### src/rtl/branch_resolve_unit.sv
// Branch resolve unit: in-order FIFO of predicted branches, checked against execute outcomes.
// Optional build macro BRU_STATS_EN adds saturating resolved/mispredict counters.
module branch_resolve_unit #(
   parameter int DEPTH = 4,
   parameter int AW    = 32,
   parameter int PW    = 2
) (
   input  logic          clk,
   input  logic          rst_n,
   input  logic          pred_valid,
   input  logic          pred_taken,
   input  logic [AW-1:0] pred_pc,
   input  logic [AW-1:0] pred_target,
   output logic          pred_ready,
   input  logic          res_valid,
   input  logic          res_taken,
   input  logic [AW-1:0] res_target,
   output logic          upd_valid,
   output logic          upd_x,
   output logic [AW-1:0] upd_pc,
   output logic          flush,
   output logic [AW-1:0] redirect_pc,
`ifdef BRU_STATS_EN
   output logic [15:0]   stat_resolved,
   output logic [15:0]   stat_mispred,
`endif
   output logic          res_err,
   output logic [PW:0]   count
);

   typedef enum logic {ST_RUN, ST_FLUSH} state_t;

   typedef struct packed {
      logic          taken;
      logic [AW-1:0] pc;
      logic [AW-1:0] target;
   } entry_t;

   localparam logic [PW:0] FULL = (PW+1)'(DEPTH);

   state_t          state_q, state_d;
   logic [PW-1:0]   rd_ptr_q, rd_ptr_d;
   logic [PW-1:0]   wr_ptr_q, wr_ptr_d;
   logic [PW:0]     count_q, count_d;
   entry_t          mem_q [DEPTH];
   entry_t          head;
   logic            push, res_ok, mispredict, do_write;

   logic            upd_valid_q, upd_x_q, flush_q, res_err_q;
   logic [AW-1:0]   upd_pc_q, redirect_pc_q;

   assign head       = mem_q[rd_ptr_q];
   assign pred_ready = (state_q == ST_RUN) && (count_q != FULL);
   assign push       = pred_valid && pred_ready;
   assign res_ok     = res_valid && (state_q == ST_RUN) && (count_q != '0);
   assign mispredict = res_ok && ((res_taken != head.taken) ||
                                  (res_taken && head.taken && (res_target != head.target)));

   // NOTE: every variable assigned here gets a default first, so no path leaves one unassigned and infers a latch.
   always_comb begin
      state_d  = state_q;
      rd_ptr_d = rd_ptr_q;
      wr_ptr_d = wr_ptr_q;
      count_d  = count_q;
      do_write = 1'b0;
      case (state_q)
         ST_RUN: begin
            if (mispredict) begin
               // Younger branches are on the wrong path; a same-cycle push is dropped with them.
               state_d  = ST_FLUSH;
               rd_ptr_d = '0;
               wr_ptr_d = '0;
               count_d  = '0;
            end else begin
               if (res_ok) rd_ptr_d = rd_ptr_q + PW'(1);
               if (push) begin
                  wr_ptr_d = wr_ptr_q + PW'(1);
                  do_write = 1'b1;
               end
               count_d = count_q + {{PW{1'b0}}, push} - {{PW{1'b0}}, res_ok};
            end
         end
         ST_FLUSH: state_d = ST_RUN;
         default:  state_d = ST_RUN;
      endcase
   end

   // NOTE: sequential state uses non-blocking assignments so every register samples pre-edge values.
   always_ff @(posedge clk or negedge rst_n) begin
      if (!rst_n) begin
         state_q       <= ST_RUN;
         rd_ptr_q      <= '0;
         wr_ptr_q      <= '0;
         count_q       <= '0;
         upd_valid_q   <= 1'b0;
         upd_x_q       <= 1'b0;
         upd_pc_q      <= '0;
         flush_q       <= 1'b0;
         redirect_pc_q <= '0;
         res_err_q     <= 1'b0;
      end else begin
         state_q     <= state_d;
         rd_ptr_q    <= rd_ptr_d;
         wr_ptr_q    <= wr_ptr_d;
         count_q     <= count_d;
         upd_valid_q <= res_ok;
         flush_q     <= mispredict;
         res_err_q   <= res_valid && !res_ok;
         if (res_ok) begin
            upd_x_q  <= res_taken;
            upd_pc_q <= head.pc;
         end
         if (mispredict)
            redirect_pc_q <= res_taken ? res_target : head.pc + AW'(4);
      end
   end

   // NOTE: entry storage is not reset; count and pointers alone decide which entries are live.
   always_ff @(posedge clk) begin
      if (do_write)
         mem_q[wr_ptr_q] <= '{taken: pred_taken, pc: pred_pc, target: pred_target};
   end

`ifdef BRU_STATS_EN
   logic [15:0] stat_resolved_q, stat_mispred_q;

   // Counters step in the same edge that raises upd_valid/flush, and saturate.
   always_ff @(posedge clk or negedge rst_n) begin
      if (!rst_n) begin
         stat_resolved_q <= '0;
         stat_mispred_q  <= '0;
      end else begin
         if (res_ok && (stat_resolved_q != 16'hFFFF))
            stat_resolved_q <= stat_resolved_q + 16'd1;
         if (mispredict && (stat_mispred_q != 16'hFFFF))
            stat_mispred_q <= stat_mispred_q + 16'd1;
      end
   end

   assign stat_resolved = stat_resolved_q;
   assign stat_mispred  = stat_mispred_q;
`endif

   assign upd_valid   = upd_valid_q;
   assign upd_x       = upd_x_q;
   assign upd_pc      = upd_pc_q;
   assign flush       = flush_q;
   assign redirect_pc = redirect_pc_q;
   assign res_err     = res_err_q;
   assign count       = count_q;

endmodule

### config.mk
export PLATFORM = sky130hd
export DESIGN_NAME = branch_resolve_unit
export DESIGN_NICKNAME = d
export VERILOG_FILES = /design/src/rtl/branch_resolve_unit.sv
export SDC_FILE = /design/constraint.sdc
export NUM_CORES = 1
export LEC_CHECK = 0
export ABC_AREA = 1
export CAP_MARGIN = 20
export CORE_ASPECT_RATIO = 1.4
export CORE_MARGIN = 5
export CORE_UTILIZATION = 35
export DETAILED_ROUTE_END_ITERATION = 8
export PLACE_DENSITY_LB_ADDON = 0.15
export REMOVE_ABC_BUFFERS = 1
export SLEW_MARGIN = 20
export SYNTH_ARGS = -nofsm -noshare
export SYNTH_HDL_FRONTEND = slang
export SYNTH_SLANG_ARGS = --single-unit
export TNS_END_PERCENT = 30
### constraint.sdc
create_clock -name clk -period 10.4 [get_ports clk]
set_input_delay 1.04 -clock clk [delete_from_list [all_inputs] [get_ports clk]]
set_output_delay 1.04 -clock clk [all_outputs]
set_load 0.01 [all_outputs]
==> impl_results.md, run 1 <==
* Grt total ovfl at 0
* Nets at 1,693
* Crit share post-route at a little over half
* Initial DRC Count at 657
* Final non-filler cell total at about 2.1k
* Die Span X at 183 um
* Site Rows at 88
* Crit-path max cell delay at roughly 800 ps
* Layout cells sized above 1 at under 10%
* Vias at 10.4k
* Post-route clock skew at 17.2 ps
* # diodes at 0
* Maxcap violations at 0
* Fill cells at 3,990
* First-pass GRT wire length at 60,000 um
* Total Power at 5.03 mW
* CTS Buffer Depth at 3
* Max Fclk at between 150 and 200 MHz
* Slowest cell on crit path: dfrtp_4
* Routed WL per cell at 18.7 um
* WL final at 40,100 um
* Cell area after synthesis at 14,700 sq um
* # clock sinks at 336
* Post-CTS Resized at 0
* Number of max-slew violations in the final report at 0
* Critical path class: flip-flop to flip-flop
* Seq/Total Area, Yosys at 66.1%
* Fin. Hold Viols at 0
* DRC Markers at 0
* Final setup viols at 0
* Critical path's top delay family: simple AND/OR/NAND/NOR gates
* Hold Buf Count CTS at 0
* Fin crit period at 5590 ps
* Num CTS Buffers at 34
* Worst-Skew Late Latency at approximately 520 ps
* Postcts setup bufs at 0
* Initial DRT Pass Iterations at 6
* Most Frequent Cell on Critical Path: nand2_1
* Port bufs at 173
* Vias in the first global route at roughly 10k
* Static Leak at 7.03 nW
* Fin Setup TNS at 0 ps
* Core area at 41,400 sq um
* Die ar. at 46,200 sq um
* Area Growth Syn to Fin at 21.5%
* Crit. End Element: flip-flop
* # IOs at 174
* Worst-path clk slew at 60 ps
* Tightest Hold Check Type: primary input to async pin
* Storage cell area at 9710 sq um
* Bufs and invs on worst path at 4
* Commonest non-fill, non-tap cell in the layout: nand2_1
* Final ANT Viol Nets at 0
* Worst Max-Slew Pin Slew at 1100 ps
* Root buf cell: clkbuf_16
* Synthesized area per cell at about 10 sq um
* Met2 usage at between 30% and 40%
* Vias/cell at 4.83
* Die span in y at 252 um
* Initial antenna violation count at 1
* Critical Path AT at 5740 ps
* Synth Warn # at 0
* CP Max Fanout at 88
* Register bit total from synthesis at 336
* Final GP Congestion at 0.849
* Area of the multi-input gates at 4310 sq um
* Required time worst endpoint at 10,540 ps
* H-tree depth at 2
* Slew headroom at a little over a quarter
* Power Dens Cells at 282 nW/um^2
* Met3 usage at approximately 2.8%
* Largest net degree at the start of global routing at a little under 90
* Type of origin of the critical path: flip-flop
* Status: complete, no violations
* Total track usage at between 15 and 20%
* Post-DP HPWL at roughly 26,000 um
* Cells after DPL at 2,086
* Initial core utilization at between 30% and 40%
* Most frequent cells in the layout: 537 x nand2_1, 260 x edfxtp_1, 182 x nand3_1, 171 x clkdlybuf4s50_1, 74 x dfrtp_1
* Synth Instances at 1,423
* Peak supply drop at 171 uV
* Most Crowded Layer GR: met2
* Met1 Use GR at between 20% and 30%
* CTS tree: done
* RSZ-0062 raised after global routing: no
* CP Cell Sequence: inv_4 > buf_4 > nand2_1 > nand3_1 > nand2_1 > nand2_1 > nand2_1 > inv_1 > nand2_1 > nor2_1 > nand2_1 > nor2_1 > nand2_1 > nand2_1 > nand2_1 > nand2_2 > nand2_1 > nor2_4 > buf_4
* Number of distinct library cells after synthesis at 39
==> cell type report <==
class	instances	share of cell area, %
Clock buffer	46	5.37
Clock inverter	15	0.463
Inverter	78	1.66
Multi-Input combinational cell	947	24.1
Sequential cell	336	54.4
Tap cell	540	3.79
Timing Repair Buffer	185	10.2
==> sequential cells by signal (all words and copies together) (netlist names) <==
name,cells
redirect_pc,32
flush,1
upd_valid,1
wr_ptr_q,2
count,3
mem_q,260
upd_x,1
res_err,1
rd_ptr_q,2
state_q,1
upd_pc,32
==> kinds of logic after synthesis <==
kind of cell / Yosys count / synth area share, %
compound gates: 98 / 3.52
xor+xnor: 17 / 1.01
fa+ha+maj: 9 / 0.818
buf+inv: 140 / 4.81
flops: 336 / 66.1
mux: 9 / 0.613
simple gates: 814 / 23.1
==> power breakdown <==
group,leakage [nW],internal [mW],switching [mW]
sequential,3.30,1.78,0.173
clock,0.510,0.650,0.498
combinational,3.22,0.680,1.24
==> metrics by stage <==
step | hold slack, ps | worst slack (ps) | cell area (sq um) | util [%]
2_1_floorplan | 514 | 2220 | 14300 | -
3_3_place_gp | 467 | 4800 | 16800 | 40.6
3_5_place_dp | 469 | 4750 | 16800 | 40.6
4_1_cts | 356 | 4720 | 17800 | 43.1
5_1_grt | 367 | 4380 | 17800 | 43.1
6_report | 366 | 4810 | 17800 | 43.1
==> per-layer routing <==
layer	part of all wire, %	routed length, um	up-vias
li1	-	-	5086
met1	40	16200	4943
met2	51	20600	269
met3	4.9	1970	67
met4	3.2	1280	2
met5	0.032	13	-
==> Yosys cell counts (all sizes together) <==
| cell | number | area, sq um |
|---|---|---|
| o21ai | 86 | 430 |
| nand2 | 542 | 2050 |
| inv | 76 | 288 |
| fa | 1 | 20.0 |
| nor2 | 71 | 307 |
| buf | 49 | 363 |
| nand3 | 184 | 931 |
| nand3b | 7 | 52.6 |
| mux2i | 9 | 90.1 |
| xor2 | 12 | 105 |
| xnor2 | 5 | 43.8 |
| clkbuf | 13 | 48.8 |
| clkinv | 2 | 7.51 |
| a32o | 2 | 20.0 |
| a31oi | 1 | 6.26 |
| ha | 8 | 100 |
| o31ai | 1 | 7.51 |
| nand4 | 3 | 18.8 |
| o22ai | 1 | 6.26 |
| a311oi | 1 | 8.76 |
| nor3 | 3 | 20.0 |
| o211a | 1 | 10.0 |
| edfxtp | 260 | 7810 |
| dfrtp | 76 | 1900 |
| and2 | 4 | 25.0 |
| a22oi | 1 | 7.51 |
| a21oi | 4 | 20.0 |
==> path summary, 6_finish.rpt <==
kind | from | cells after the start | slack, ps | endpoint
max | rd_ptr_q[0] | 19 | 4810 | mem_q[2][51]
min | rst_n | 1 | 370 | upd_pc[1]
max reg2reg | rd_ptr_q[0] | 19 | 4810 | mem_q[2][51]
min reg2reg | redirect_pc[19] | 2 | 480 | redirect_pc[19]
max in group asynchronous | rst_n | 2 | 8800 | rd_ptr_q[0]
min in group clk | redirect_pc[19] | 2 | 480 | redirect_pc[19]
(Power assumes the default switching activity.)
==> inputs of run 2 (changes only) <==
Clock period 10.4 ns to 5.5 ns, I/O delays scaled along.
==> impl_results.md, run 2 (synthesis gave the netlist of run 1 again) <==
* Register-to-register setup slack at 1630 ps (was 4810 ps)
* Largest net degree at the start of global routing at 83 (was 89)
* Site Rows at 88 (unchanged)
* Max Fclk at 258 MHz (was 179 MHz)
* Critical Path AT at 4080 ps (was 5740 ps)
* RSZ-0062 raised after global routing: no (unchanged)
* Worst-path clk slew at 60 ps (about the same)
* CTS tree: done (unchanged)
* Core area at 41,400 sq um (unchanged)
* Crit-path max cell delay at 690 ps (was 800 ps)
* Port bufs at 173 (unchanged)
* Met3 usage at 2.39% (was 2.82%)
* # diodes at 0 (unchanged)
* Grt total ovfl at 0 (unchanged)
* Final GP Congestion at 0.881 (was 0.849)
* Fin crit period at 3870 ps (was 5590 ps)
* Met1 Use GR at 21.5% (was 20.6%)
* Routed WL per cell at 18.7 um (about the same)
* Worst setup path startpoint: rd_ptr_q[0] (unchanged)
* Crit. End Element: flip-flop (unchanged)
* Die ar. at 46,200 sq um (unchanged)
* FF-to-FF End: mem_q[1][60] (was mem_q[2][51])
* Static Leak at 7.18 nW (was 7.03 nW)
* Slew headroom at 36.6% (was 26.7%)
* Die span in y at 252 um (unchanged)
* Total track usage at 17.3% (was 17.0%)
* Status: complete, no violations (unchanged)
* Maxcap violations at 0 (unchanged)
* Final ANT Viol Nets at 0 (unchanged)
* Nets at 1,703 (was 1,693)
* Critical path class: flip-flop to flip-flop (unchanged)
* CP Cell Sequence: buf_4 > nand2_1 > nand3_1 > nand3_1 > nand2_1 > nand2_1 > nor2_1 > nand2_1 > nor2_1 > nand2_1 > nand2_1 > nand2_1 > nand2_2 > nand2_1 > nor2_4 > buf_12 (was inv_4 > buf_4 > nand2_1 > nand3_1 > nand2_1 > nand2_1 > nand2_1 > inv_1 > nand2_1 > nor2_1 > nand2_1 > nor2_1 > nand2_1 > nand2_1 > nand2_1 > nand2_2 > nand2_1 > nor2_4 > buf_4)
* Most frequent cells in the layout: 537 x nand2_1, 260 x edfxtp_1, 182 x nand3_1, 171 x clkdlybuf4s50_1, 74 x dfrtp_1 (unchanged)
* Initial DRT Pass Iterations at 5 (was 6)
* Number of max-slew violations in the final report at 0 (unchanged)
* Post-DP HPWL at 26,800 um (was 26,100 um)
* First-pass GRT wire length at 61,200 um (was 60,000 um)
* Die Span X at 183 um (unchanged)
* Dpl ws at 1580 ps (was 4750 ps)
* Commonest non-fill, non-tap cell in the layout: nand2_1 (unchanged)
* H-tree depth at 2 (unchanged)
* Root buf cell: clkbuf_16 (unchanged)
* Layout cells sized above 1 at 6.55% (was 5.85%)
* Worst Max-Slew Pin Slew at 951 ps (was 1100 ps)
* Critical Path End: mem_q[1][60] (was mem_q[2][51])
* Type of origin of the critical path: flip-flop (unchanged)
* Post-route clock skew at 20.0 ps (was 17.2 ps)
* Area Growth Syn to Fin at 23.8% (was 21.5%)
* Most Frequent Cell on Critical Path: nand2_1 (unchanged)
* Post-CTS Resized at 0 (unchanged)
* Vias in the first global route at 10.2k (was 10.1k)
* Cells after DPL at 2,094 (was 2,086)
* Initial DRC Count at 606 (was 657)
* CP Max Fanout at 82 (was 88)
* Setup WS post-layout at 1630 ps (was 4810 ps)
* Vias at 10.4k (about the same)
* Largest register FFs at 260 (unchanged)
* Largest Register: mem_q (unchanged)
* Tightest Hold Check Type: primary input to async pin (unchanged)
* Peak supply drop at 216 uV (was 171 uV)
* Worst reg2reg path depth at 16 (was 19)
* Required time worst endpoint at 5710 ps (was 10,540 ps)
* CTS Buffer Depth at 3 (unchanged)
* Num CTS Buffers at 35 (was 34)
* Most Crowded Layer GR: met2 (unchanged)
* Vias/cell at 4.80 (was 4.83)
* Final non-filler cell total at 2,158 (was 2,147)
* Crit share post-route at 70.4% (was 53.8%)
* Slowest cell on crit path: buf_4 (was dfrtp_4)
* WL final at 40,500 um (was 40,100 um)
* Fin. Hold Viols at 0 (unchanged)
* Power Dens Cells at 547 nW/um^2 (was 282 nW/um^2)
* # IOs at 174 (unchanged)
* Worst-Skew Late Latency at 530 ps (was 520 ps)
* # clock sinks at 336 (unchanged)
* DRC Markers at 0 (unchanged)
* Reg2reg start: rd_ptr_q[0] (unchanged)
* Initial core utilization at 35.5% (unchanged)
* Final setup viols at 0 (unchanged)
* Met2 usage at 31.0% (was 30.3%)
* Initial antenna violation count at 0 (was 1)
## run 2: repair_timing
action                    in CTS  in global routing
hold buffers                   1                  0
hold endpoints to repair      15                  0
buffers inserted               0                  0
## run 2: power breakdown
part	total (mW)	switching, mW	internal, mW
Combinational	3.78	2.44	1.35
Clock	2.54	0.980	1.56
Sequential	3.63	0.267	3.36
## run 2: layout make-up
cell class	count	area, sq um
Tap cell	540	676
Multi-Input combinational cell	947	4310
Inverter	78	295
Clock buffer	44	952
Sequential cell	336	9710
Timing Repair Buffer	194	1970
Fill cell	3984	23200
Clock inverter	19	278
## run 2: metrics by stage
| step | hold slack [ps] | total power, mW | utilization (%) | instance area (sq um) | setup TNS [ps] |
|---|---|---|---|---|---|
| 4_1_cts | 432 | 10.1 | 43.9 | 18200 | 0 |
| 3_3_place_gp | 432 | 7.49 | 41.0 | 17000 | 0 |
| 5_1_grt | 460 | 10.6 | 43.9 | 18200 | 0 |
| 3_5_place_dp | 430 | 7.53 | 41.0 | 17000 | 0 |
| 2_1_floorplan | 254 | 5.84 | - | 14300 | -696700 |
| 6_report | 443 | 9.95 | 43.9 | 18200 | 0 |
## run 2: critical path, delay by kind of cell, from the launching register on
| family | cells | cell delay [ps] |
|---|---|---|
| buf+inv | 2 | 980 |
| flops | 1 | 430 |
| simple gates | 14 | 2070 |
## run 2: worst min-delay path by stage
stage,end,cells past startpoint,from,slack [ps]
finish,upd_pc[1],2,rst_n,440
global route,upd_pc[0],2,rst_n,460
CTS,upd_pc[1],2,rst_n,430
floorplan,count[0],0,rst_n,250
detailed placement,upd_pc[0],1,rst_n,430
global placement,upd_pc[0],1,rst_n,430
## run 2: layer usage
layer	share of wire, %	vias up	wire length, um
met1	42	4961	16900
met5	0	-	0
li1	-	5112	-
met3	3.9	60	1590
met4	2.9	0	1160
met2	51	227	20800
==> inputs of run 3 (changes only) <==
Clock period 5.5 ns to 4 ns, I/O delays scaled along.
==> impl_results.md, run 3 (synthesis gave the netlist of run 1 again) <==
* Fin crit period at 3500 ps (was 3870 ps)
* Met3 usage at 2.63% (was 2.39%)
* Most frequent cells in the layout: 537 x nand2_1, 260 x edfxtp_1, 182 x nand3_1, 171 x clkdlybuf4s50_1, 74 x dfrtp_1 (unchanged)
* First-pass GRT wire length at 62,600 um (was 61,200 um)
* Crit share post-route at 87.6% (was 70.4%)
* # IOs at 174 (unchanged)
* Worst-path clk slew at 60 ps (about the same)
* # clock sinks at 336 (unchanged)
* CP Cell Sequence: inv_2 > buf_4 > nand3_1 > nand2_1 > nand2_1 > nand2_1 > nand3_1 > nor2_1 > nand2_1 > nor2_1 > nand2_1 > nand2_1 > nand2_1 > nand2_2 > nand2_1 > nor2_4 > buf_12 (was buf_4 > nand2_1 > nand3_1 > nand3_1 > nand2_1 > nand2_1 > nor2_1 > nand2_1 > nor2_1 > nand2_1 > nand2_1 > nand2_1 > nand2_2 > nand2_1 > nor2_4 > buf_12)
* Initial DRC Count at 561 (was 606)
* Most Crowded Layer GR: met2 (unchanged)
* Port bufs at 173 (unchanged)
* Routed WL per cell at 19.2 um (was 18.7 um)
* Initial core utilization at 35.5% (unchanged)
* CP Max Fanout at 33 (was 82)
* Switching share of power at 37.7% (was 37.0%)
* Clock power share at 24.2% (was 25.5%)
* Final setup viols at 0 (unchanged)
* Fin. Hold Viols at 3 (was 0)
* Initial antenna violation count at 0 (unchanged)
* Root buf cell: clkbuf_16 (unchanged)
* Worst-Skew Late Latency at 530 ps (about the same)
* WL final at 41,500 um (was 40,500 um)
* Static Leak at 7.18 nW (about the same)
* CTS Buffer Depth at 3 (unchanged)
* Vias/cell at 4.83 (was 4.80)
* Met2 usage at 32.6% (was 31.0%)
* Most Frequent Cell on Critical Path: nand2_1 (unchanged)
* Die ar. at 46,200 sq um (unchanged)
* Site Rows at 88 (unchanged)
* Setup WS post-layout at 496 ps (was 1630 ps)
* Layout cells sized above 1 at 6.84% (was 6.55%)
* Critical Path AT at 3710 ps (was 4080 ps)
* Crit. End Element: flip-flop (unchanged)
* Util after Layout at 44.0% (was 43.9%)
* Area of the multi-input gates at 4310 sq um (unchanged)
* Vias in the first global route at 10.4k (was 10.2k)
* Status: finished with violations (was complete, no violations)
* Post-DP HPWL at 27,800 um (was 26,800 um)
* Post-CTS Resized at 0 (unchanged)
* Num CTS Buffers at 36 (was 35)
* Register-to-register setup slack at 500 ps (was 1630 ps)
* # diodes at 0 (unchanged)
* Dpl ws at 469 ps (was 1580 ps)
* Fill cells at 3,982 (was 3,984)
* Critical path class: flip-flop to flip-flop (unchanged)
* Type of origin of the critical path: flip-flop (unchanged)
* P_sw at 5.10 mW (was 3.68 mW)
* Met1 Use GR at 21.4% (was 21.5%)
* Crit-path max cell delay at 440 ps (was 690 ps)
* Area Growth Syn to Fin at 23.9% (was 23.8%)
* Slowest cell on crit path: inv_2 (was buf_4)
* Total track usage at 17.8% (was 17.3%)
* Peak supply drop at 438 uV (was 216 uV)
* Postcts setup bufs at 0 (unchanged)
* Failing checks: hold timing
* H-tree depth at 2 (unchanged)
* Slew headroom at 40.7% (was 36.6%)
* Die Span X at 183 um (unchanged)
* Required time worst endpoint at 4210 ps (was 5710 ps)
* Grt total ovfl at 0 (unchanged)
* Core area at 41,400 sq um (unchanged)
* Hold slack at -2.29 ps (was 443 ps)
* Storage cell area at 9710 sq um (unchanged)
* Flop pwr share at 37.0% (was 36.5%)
* P_int at 8.43 mW (was 6.27 mW)
* Die span in y at 252 um (unchanged)
* Worst Max-Slew Pin Slew at 889 ps (was 951 ps)
* Largest net degree at the start of global routing at 132 (was 83)
* Final ANT Viol Nets at 0 (unchanged)
* Number of max-slew violations in the final report at 0 (unchanged)
* Largest register FFs at 260 (unchanged)
* Maxcap violations at 0 (unchanged)
* Final GP Congestion at 0.862 (was 0.881)
* Largest Register: mem_q (unchanged)
* Commonest non-fill, non-tap cell in the layout: nand2_1 (unchanged)
* DRC Markers at 0 (unchanged)
* Tightest Hold Check Type: primary input to async pin (unchanged)
* RSZ-0062 raised after global routing: no (unchanged)
* CTS tree: done (unchanged)
* Hold Buf Count CTS at 0 (was 1)
* Nets at 1,707 (was 1,703)
* Initial DRT Pass Iterations at 6 (was 5)
* Post-route clock skew at 16.5 ps (was 20.0 ps)
* Vias at 10.5k (was 10.4k)
* Combinational fraction of design power at 38.8% (was 38.0%)
* Max Fclk at 285 MHz (was 258 MHz)
* Power Dens Cells at 743 nW/um^2 (was 547 nW/um^2)
## run 3: cell count changes in the layout (fill, tap and decap cells not counted), sizes merged
cell         delta
dlygate4sd3     -1
bufinv          -5
inv             +3
clkinv          -1
clkbuf          +5
buf             +4
## run 3: cell type report
class	count	share of cell area, %
Clock inverter	16	0.845
Multi-Input combinational cell	947	23.7
Timing Repair Buffer	197	11.3
Sequential cell	336	53.4
Inverter	78	1.64
Clock buffer	49	5.50
Tap cell	540	3.71
## run 3: critical path: cells and delay by family, from the launching register on
kind / cells / cell delay, ps
flip-flops: 1 / 430
buffers and inverters: 3 / 1050
AND/OR/NAND/NOR: 14 / 1660
## run 3: power groups by stage
stage	clock network (mW)	registers, mW	logic, mW
after CTS	3.35	5.03	5.36
final	3.27	5.01	5.25
after detailed placement	0	5.09	5.34
after global routing	3.49	5.08	5.89
after global placement	0	5.09	5.29
after floorplan	0	5.32	2.71
## run 3: path summary, 6_finish.rpt
| check | end | from | cells after the start |
|---|---|---|---|
| worst min-delay path | redirect_pc[1] | rst_n | 1 |
| min in group clk | res_err | res_valid | 3 |
| worst max register to register | mem_q[3][26] | rd_ptr_q[1] | 17 |
| worst min register to register | redirect_pc[20] | redirect_pc[20] | 2 |
| worst max-delay path | mem_q[3][26] | rd_ptr_q[1] | 17 |
| max in group asynchronous | rd_ptr_q[1] | rst_n | 2 |
## run 3: per-stage QoR
step           setup TNS, ps  instance area, sq um  total power, mW  cells
2_1_floorplan       -1127960                 14300             8.02   1361
3_5_place_dp               0                 17000             10.4   2098
3_3_place_gp               0                 17000             10.4   2098
6_report                   0                 18200             13.5   2163
4_1_cts                    0                 18200             13.7   2163
5_1_grt                    0                 18200             14.5   2163
## run 3: metal layers
layer | up-vias | wire length (um)
li1 | 5116 | -
met5 | - | 0
met3 | 60 | 1800
met2 | 242 | 21900
met4 | 0 | 1120
met1 | 5034 | 16700
